<file path="src/rtl/mult_div_unit.sv">
// -----------------------------------------------------------------------------
// mult_div_unit
//   Multi-cycle multiply/divide unit for the EX stage. Handles signed and
//   unsigned MULT/DIV and returns a double-width {hi, lo} result for the HI/LO
//   writeback path. The multiplier completes after MULT_LATENCY cycles. The
//   divider is an iterative radix-2 restoring FSM: WIDTH iterations followed by
//   a FIX cycle.
//
//   Handshake (start/busy/done):
//     - A request is accepted on a rising edge where start && !busy && !flush.
//       op and both operands are captured on that edge, and busy is high from
//       the next cycle.
//     - done is a single-cycle pulse. result is written on the same edge that
//       raises done and then holds until the next done or reset.
//     - busy falls in the cycle where done rises. start is ignored while busy
//       is high and is never queued.
//     - flush wins over start. It returns the FSM to IDLE on the next edge,
//       and the aborted operation never produces done.
//
//   Configuration macro:
//     MDU_DIVZERO_FAST_EN  When defined, DIV/DIVU with operand_2 == 0 skips
//                          the iterations. It goes IDLE -> FIX -> IDLE, and
//                          done rises one cycle after accept.
//                          When undefined, divide by zero runs the full
//                          WIDTH+1 cycles. The result is identical.
//
//   Ports:
//     clk        clock, all state on rising edge
//     rst        asynchronous active-low reset
//     flush      abort the current operation
//     start      request, qualified by !busy && !flush
//     op         00 MULT, 01 MULTU, 10 DIV, 11 DIVU
//     operand_1  multiplicand / dividend
//     operand_2  multiplier / divisor
//     busy       operation in flight
//     done       one-cycle completion pulse
//     result     MULT: full product; DIV: {remainder, quotient}
//     dbg_state  current FSM state (0 IDLE, 1 MUL, 2 DIV, 3 FIX)
// -----------------------------------------------------------------------------
module mult_div_unit #(
   parameter int WIDTH        = 32,
   parameter int MULT_LATENCY = 2
) (
   input  logic                 clk,
   input  logic                 rst,
   input  logic                 flush,
   input  logic                 start,
   input  logic [1:0]           op,
   input  logic [WIDTH-1:0]     operand_1,
   input  logic [WIDTH-1:0]     operand_2,
   output logic                 busy,
   output logic                 done,
   output logic [2*WIDTH-1:0]   result,
   output logic [1:0]           dbg_state
);

   typedef enum logic [1:0] {
      S_IDLE = 2'd0,
      S_MUL  = 2'd1,
      S_DIV  = 2'd2,
      S_FIX  = 2'd3
   } state_t;

   localparam int CNT_MAX = (WIDTH > MULT_LATENCY) ? WIDTH : MULT_LATENCY;
   localparam int CW      = $clog2(CNT_MAX + 1);

   // The counter starts at 0 in the first busy cycle.
   // MUL stays busy for MULT_LATENCY-1 cycles. DIV runs WIDTH iterations.
   localparam logic [CW-1:0] DIV_LAST = CW'(WIDTH - 1);
   localparam logic [CW-1:0] MUL_LAST = CW'((MULT_LATENCY >= 2) ? (MULT_LATENCY - 2) : 0);

   state_t                state, state_n;
   logic [CW-1:0]         cnt;

   // Working registers. For MUL, quo_q and dvs_q hold the two magnitudes.
   // For DIV, quo_q starts as the dividend magnitude and becomes the quotient.
   logic [WIDTH-1:0]      quo_q;
   logic [WIDTH-1:0]      rem_q;
   logic [WIDTH-1:0]      dvs_q;
   logic [WIDTH-1:0]      op1_q;      // raw dividend, used for the divide-by-zero result
   logic                  neg_q;      // negate product / quotient
   logic                  rneg_q;     // negate remainder (dividend was negative)
   logic                  dz_q;       // divisor was zero

   logic [2*WIDTH-1:0]    result_q;
   logic                  done_q;

   // Combinational control and datapath
   logic                  accept;
   logic                  wr_res;
   logic [2*WIDTH-1:0]    res_n;

   logic                  in_sgn;
   logic                  in_neg;
   logic [WIDTH-1:0]      in_mag1;
   logic [WIDTH-1:0]      in_mag2;

   logic [WIDTH:0]        shifted;
   logic [WIDTH-1:0]      diff;
   logic                  ge;
   logic [WIDTH-1:0]      it_rem;
   logic [WIDTH-1:0]      it_quo;
   logic [WIDTH-1:0]      q_fix;
   logic [WIDTH-1:0]      r_fix;
   logic [2*WIDTH-1:0]    div_res;

   logic [2*WIDTH-1:0]    prod_mag;
   logic [2*WIDTH-1:0]    prod;
   logic [2*WIDTH-1:0]    in_prod_mag;
   logic [2*WIDTH-1:0]    in_prod;

   assign busy      = (state == S_MUL) || (state == S_DIV);
   assign accept    = start && !busy && !flush;
   assign done      = done_q;
   assign result    = result_q;
   assign dbg_state = state;

   // Convert the operands to magnitudes. The core below is always unsigned.
   always_comb begin
      in_sgn  = ~op[0];
      in_mag1 = (in_sgn && operand_1[WIDTH-1]) ? -operand_1 : operand_1;
      in_mag2 = (in_sgn && operand_2[WIDTH-1]) ? -operand_2 : operand_2;
      in_neg  = in_sgn && (operand_1[WIDTH-1] ^ operand_2[WIDTH-1]);
   end

   // Multiplier. The sign is applied on the edge that writes the result.
   // in_prod is used only when MULT_LATENCY == 1, where the result is written
   // on the accept edge itself.
   always_comb begin
      prod_mag    = {{WIDTH{1'b0}}, quo_q}   * {{WIDTH{1'b0}}, dvs_q};
      prod        = neg_q ? -prod_mag : prod_mag;
      in_prod_mag = {{WIDTH{1'b0}}, in_mag1} * {{WIDTH{1'b0}}, in_mag2};
      in_prod     = in_neg ? -in_prod_mag : in_prod_mag;
   end

   // One restoring-division step: shift in the next dividend bit, then
   // subtract the divisor if it fits. When the subtraction succeeds, the
   // remainder is below the divisor, so the low WIDTH bits of the difference
   // are exact.
   always_comb begin
      shifted = {rem_q, quo_q[WIDTH-1]};
      ge      = (shifted >= {1'b0, dvs_q});
      diff    = shifted[WIDTH-1:0] - dvs_q;
      it_rem  = ge ? diff : shifted[WIDTH-1:0];
      it_quo  = {quo_q[WIDTH-2:0], ge};
   end

   // Sign correction for the final division step. The corrected value is
   // registered into result on the edge that enters FIX. A zero divisor
   // bypasses the correction and returns the raw dividend in the high half.
   always_comb begin
      q_fix   = neg_q  ? -it_quo : it_quo;
      r_fix   = rneg_q ? -it_rem : it_rem;
      div_res = dz_q ? {op1_q, {WIDTH{1'b1}}} : {r_fix, q_fix};
   end

   // FSM state register
   always_ff @(posedge clk or negedge rst) begin
      if (!rst) begin
         state <= S_IDLE;
      end else begin
         state <= state_n;
      end
   end

   // FSM next state and result-write control.
   // FIX is the done cycle of a divide. It is not busy and can accept like IDLE.
   always_comb begin
      state_n = state;
      wr_res  = 1'b0;
      res_n   = '0;
      case (state)
         S_IDLE, S_FIX: begin
            state_n = S_IDLE;
            if (accept) begin
               if (!op[1]) begin
                  if (MULT_LATENCY == 1) begin
                     wr_res = 1'b1;
                     res_n  = in_prod;
                  end else begin
                     state_n = S_MUL;
                  end
               end else begin
`ifdef MDU_DIVZERO_FAST_EN
                  if (operand_2 == '0) begin
                     state_n = S_FIX;
                     wr_res  = 1'b1;
                     res_n   = {operand_1, {WIDTH{1'b1}}};
                  end else begin
                     state_n = S_DIV;
                  end
`else
                  state_n = S_DIV;
`endif
               end
            end
         end
         S_MUL: begin
            if (cnt == MUL_LAST) begin
               state_n = S_IDLE;
               wr_res  = 1'b1;
               res_n   = prod;
            end
         end
         S_DIV: begin
            if (cnt == DIV_LAST) begin
               state_n = S_FIX;
               wr_res  = 1'b1;
               res_n   = div_res;
            end
         end
         default: begin
            state_n = S_IDLE;
         end
      endcase
      // An abort discards any completion that would land on this edge.
      if (flush) begin
         state_n = S_IDLE;
         wr_res  = 1'b0;
      end
   end

   // Datapath registers
   always_ff @(posedge clk or negedge rst) begin
      if (!rst) begin
         cnt      <= '0;
         quo_q    <= '0;
         rem_q    <= '0;
         dvs_q    <= '0;
         op1_q    <= '0;
         neg_q    <= 1'b0;
         rneg_q   <= 1'b0;
         dz_q     <= 1'b0;
         result_q <= '0;
         done_q   <= 1'b0;
      end else begin
         done_q <= wr_res;
         if (wr_res) begin
            result_q <= res_n;
         end
         if (accept) begin
            cnt    <= '0;
            quo_q  <= in_mag1;
            dvs_q  <= in_mag2;
            rem_q  <= '0;
            op1_q  <= operand_1;
            neg_q  <= in_neg;
            rneg_q <= in_sgn && operand_1[WIDTH-1];
            dz_q   <= (operand_2 == '0);
         end else if (state == S_DIV) begin
            rem_q <= it_rem;
            quo_q <= it_quo;
            cnt   <= cnt + CW'(1);
         end else if (state == S_MUL) begin
            cnt <= cnt + CW'(1);
         end
      end
   end

endmodule

</file>
<file path="config.mk">
export PLATFORM = sky130hd
export DESIGN_NAME = mult_div_unit
export DESIGN_NICKNAME = d
export VERILOG_FILES = /design/src/rtl/mult_div_unit.sv
export SDC_FILE = /design/constraint.sdc
export NUM_CORES = 2
export LEC_CHECK = 0
export ABC_CLOCK_PERIOD_IN_PS = 15600
export BUFFER_PORTS_ARGS = -buffer_cell sky130_fd_sc_hd__buf_2
export CAP_MARGIN = 20
export CORE_AREA = 2 2 280 309
export DETAILED_ROUTE_END_ITERATION = 10
export DIE_AREA = 0 0 282 311
export GPL_TIMING_DRIVEN = 0
export PLACE_DENSITY = 0.85
export SLEW_MARGIN = 20
export SYNTH_ARGS = -nofsm -noshare
export SYNTH_HDL_FRONTEND = slang
export SYNTH_SLANG_ARGS = --single-unit
export TNS_END_PERCENT = 5
</file>
<file path="constraint.sdc">
create_clock -name clk -period 15.6 [get_ports clk]
set_clock_uncertainty 0.1 [all_clocks]
set_input_delay 0.78 -clock clk [delete_from_list [all_inputs] [get_ports clk]]
set_output_delay 0.78 -clock clk [all_outputs]
set_load 0.1 [all_outputs]
</file>
-- After elaboration in Yosys (flattened, before gate mapping)
Cells that the tools add are included.
- bitwise gates (word level): 2
- eq/ne operators: 6
- reductions and logical operators: 15
- muxes and demuxes: 27
- divide/modulo/power cells: 0
- multiply operators: 1
- $add $sub $neg: 7
- shifts and indexed selects: 0
- magnitude comparators: 1
- operators with widths (operator ; number):
    $mux W32 ; 9
    $mux W64 ; 4
    $neg A32 Y32 ; 4
    $pmux W64 S2 ; 1
    $mul A32 B32 Y64 ; 1
    $neg A64 Y64 ; 1
    $ge A33 B32 Y1 ; 1
    $logic_not A32 Y1 ; 1
    $sub A32 B32 Y32 ; 1
    $mux W6 ; 3
    $mux W2 ; 5
    $add A6 B1 Y6 const B ; 1
    $eq A6 B5 Y1 const B ; 1
    $logic_not A6 Y1 ; 1
    $ne A3 B2 Y1 const B ; 2
    $pmux W2 S3 ; 1
    $logic_and A1 B1 Y1 ; 5
    $eq A2 B2 Y1 const B ; 2
    $mux W1 ; 3
    $reduce_bool A3 Y1 ; 1
    $eq A2 B1 Y1 const B ; 1
    $logic_not A1 Y1 ; 2
    $logic_not A2 Y1 ; 1
    $pmux W1 S2 ; 1
    other kinds (6) ; 6
- ROM bits: 0
- latch bits: 0
- memories: 0
- bits in writable memories: 0
- output and inout bits: 68
- logic and storage cells: 70
- flip-flop bits (word level): 204

-- Depth between registers and ports, before layout
- depth after elaboration: 8
- mapped depth: 32
- mapped depth without buffers: 28

-- Least setup slack after synthesis
No wires, ideal clock.
- path kind: register to register
- start point: register quo_q[25]
- end point: register result_q[63] (netlist: result[63])
- library setup time: 0.132 ns
- clock period less this slack: 8.410 ns
- setup slack: 7.190 ns
- arrival: 8.178 ns
- stages on the path, launching flop included: 29
- path buffers: 3
- path through: dfrtp_1 -> clkbuf_1 -> buf_1 -> nand2_1 -> fa_1 -> fa_1 -> fa_1 -> fa_1 -> inv_1 -> fa_1 -> fa_1 -> fa_1 -> inv_1 -> fa_1 -> inv_1 -> ha_1 -> clkbuf_1 -> nand2_1 -> o21ai_0 -> a21oi_1 -> a21boi_0 -> a31o_2 -> xor2_1 -> nor4b_2 -> nand2_1 -> or4_4 -> o41ai_4 -> xnor2_1 -> o211ai_2
- longest elaborated chain between the ends: 5
- ends and longest elaborated chain (element ; line ; source):
    from (decl) ; 77 ; logic [WIDTH-1:0] quo_q;
    from (signal assigned) ; 243 ; quo_q <= in_mag1;
    from (signal assigned) ; 252 ; quo_q <= it_quo;
    $mul A32 B32 Y64 (*) ; 130 ; prod_mag = {{WIDTH{1'b0}}, quo_q} * {{WIDTH{1'b0}}, dvs_q};
    $neg A64 Y64 ; 131 ; prod = neg_q ? -prod_mag : prod_mag;
    $mux W64 (*) ; 131 ;
    $mux W64 (*) ; 199 ; if (cnt == MUL_LAST) begin
    $pmux W64 S2 (*) ; 172 ; case (state)
    to (signal assigned) ; 239 ; result_q <= res_n;
    to (decl) ; 85 ; logic [2*WIDTH-1:0] result_q;
Every way passes the cells marked *; elsewhere a longest branch is shown, timed or not.
A chain may end at the register's enable or synchronous reset.

-- Worst setup path in the final report
- start point: register quo_q[21]
- end point: register result_q[62] (netlist: result[62])
Same word-level chain as after synthesis.

==> results.sh <==
export IMPL_relSlewSlack=0.0673
export IMPL_hpwl_um=183000
export IMPL_min_path_type="in -> reg"
export IMPL_root_buffer="clkbuf_16"
export IMPL_htree_levels=1
export IMPL_ant_nets=0
export IMPL_timing_setup_tns_ns=0
export IMPL_clock_sinks=204
export IMPL_nNetsFinal=7368
export IMPL_drc=0
export IMPL_avgViaCountPerCell=6.58
export IMPL_dr_total_vias=47856
export IMPL_num_io_pins=138
export IMPL_post_cts_buffers=0
export IMPL_ys_types=106
export IMPL_cts_tree="yes"
export IMPL_globalRouteTotalUtil=0.513
export IMPL_fill_cells=7519
export IMPL_dieArea_sq_um=87700
export IMPL_max_clock_freq_mhz=78.2
export IMPL_hold_viol_final=0
export IMPL_grt_pass1_wl_um=320000
export IMPL_die_y_um=311
export IMPL_worstPathRequired_ns=15.73
export IMPL_avgSynthCellArea_sq_um=8.49
export IMPL_core_area_sq_um=84500
export IMPL_grt_pass1_vias=47073
export IMPL_crit_slowest_cell="clkbuf_1"
export IMPL_synth_edf_count=0
export IMPL_setup_viol=0
export IMPL_worst_pin_slew_ns=1.40
export IMPL_die_x_um=282
export IMPL_synth_net_count=7196
export IMPL_wl_per_cell_um=30.7
export IMPL_syn_area_sq_um=50300
export IMPL_crit_path_end_kind="flop"
export IMPL_async_flop_share=1.00
export IMPL_outcome="finished, final reports clean"
export IMPL_drv_cap=0
export IMPL_syn_to_final_growth_pct=6.42
export IMPL_wl_um=223000
export IMPL_final_cell_mix="inv_1 (930), fa_1 (897), nand2_1 (799)"
export IMPL_regToRegSetupSlack_ns=2.81
export IMPL_io_buffers=137
export IMPL_min_period_ns=12.79
export IMPL_ys_warn_count=0
export IMPL_antenna_found_initial=32
export IMPL_clockBufferDepth=3
export IMPL_slew_viol_final=0
export IMPL_synth_flop_cell="dfrtp_1"
export IMPL_num_rows=112
export IMPL_crit_buf_inv=5
export IMPL_arrival_ns=12.93
export IMPL_clock_latency_ns=0.58
export IMPL_cts_buffers=26
export IMPL_grt_max_degree=94
export IMPL_path_delay_family="adder cells"
export IMPL_start_util=0.596
export IMPL_synth_cells=5924
export IMPL_mostFrequentLayoutCell="inv_1"
export IMPL_max_stage_delay_ns=0.99
export IMPL_drive_gt1_frac=0.0509
export IMPL_fin_crit_sh=0.820
export IMPL_path_class="reg -> reg"
export IMPL_routabilityCongestion=1.12
export IMPL_ys_seq_elements=204
export IMPL_rsz0062_at_grt="no"
export IMPL_grt_overflow=0
export IMPL_start_kind="flop"
export IMPL_ys_seq_area_frac=0.101
export IMPL_finalNonFillerCells=7273
export IMPL_crit_top_cell="fa_1"
export IMPL_place_inst=7206
export IMPL_drt_pass1_iterations=9
export IMPL_critPathMaxFanout=10
export IMPL_cts_resized=0
export IMPL_clk_pin_slew_ns=0.07
export IMPL_drt_iter0_drc=6661
## cell type report
cell class | count | area, sq um | share of cell area
antenna | 21 | 52.6 | 0.000981
multi-input combinational | 4409 | 40300 | 0.752
tap | 1140 | 1430 | 0.0266
inverter | 933 | 3500 | 0.0654
timing repair buffer | 144 | 807 | 0.0151
sequential | 204 | 5100 | 0.0953
buffer | 378 | 1500 | 0.0281
clock buffer | 35 | 736 | 0.0137
clock inverter | 9 | 151 | 0.00283
## per-layer routing
| metal | vias up | GRT usage | wire length, um |
|---|---|---|---|
| li1 | 19193 | - | - |
| met1 | 23649 | 0.634 | 76400 |
| met2 | 3858 | 0.697 | 87800 |
| met3 | 1130 | 0.249 | 37800 |
| met4 | 26 | 0.350 | 20900 |
| met5 | - | 0.0256 | 420 |
## what timing repair did
| item | in CTS | in global routing |
|---|---|---|
| setup endpoints to repair | 0 | 0 |
| hold buffers | 1 | 0 |
| hold endpoints to repair | 35 | 0 |
## state kept, by name (all words and copies together) (netlist names)
name / count
result: 64
dvs_q: 32
op1_q: 32
quo_q: 32
rem_q: 32
cnt: 6
dbg_state: 2
done: 1
dz_q: 1
neg_q: 1
rneg_q: 1
## kinds of logic (layout without fill, tap and decap cells)
| logic type | count (synthesis) | in the layout | share of synthesized area |
|---|---|---|---|
| adders and majority gates | 1202 | 1202 | 0.433 |
| AOI/OAI and AO/OA | 942 | 942 | 0.124 |
| buffers and inverters | 1311 | 1499 | 0.0989 |
| and+or+nand+nor | 2024 | 2024 | 0.200 |
| xor gates and xnor gates | 206 | 206 | 0.0359 |
| other | 0 | 21 | 0 |
| DFF | 204 | 204 | 0.101 |
| muxes | 35 | 35 | 0.00709 |
## Yosys cell counts (46+ instances only)
cell	instances	area, sq um
a21oi_1	187	936
and2_1	565	3530
dfrtp_1	204	5100
clkbuf_1	314	1180
ha_1	305	3820
o21ai_0	253	1270
nor2_1	281	1050
nor3_1	61	305
a211oi_1	49	368
xor2_1	69	604
nand2_1	799	3000
or3_1	46	288
xnor2_1	137	1200
inv_1	930	3490
fa_1	897	18000
a31oi_1	46	288
## per-stage QoR
stage | instance area [sq um] | hold slack [ns] | util | setup WS [ns]
after floorplan | 50300 | 0.337 | - | 7.19
final | 53500 | 0.320 | 0.634 | 2.81
after detailed placement | 52600 | 0.365 | 0.622 | 3.16
after CTS | 53500 | 0.317 | 0.633 | 3.10
after global routing | 53500 | 0.357 | 0.633 | 3.03
after global placement | 52400 | 0.360 | 0.620 | 3.19
## final timing paths
path	from	endpoint	cells past startpoint
min in group asynchronous	rst	result[39]	2
hold / removal	flush	dbg_state[0]	2
max in group asynchronous	rst	quo_q[12]	3
setup / recovery	quo_q[21]	result[62]	27
hold reg to reg	result[44]	result[44]	2
setup reg to reg	quo_q[21]	result[62]	27
Power is not shown: default switching activity piles up to over one toggle a cycle in this logic, so the estimate is an artifact.
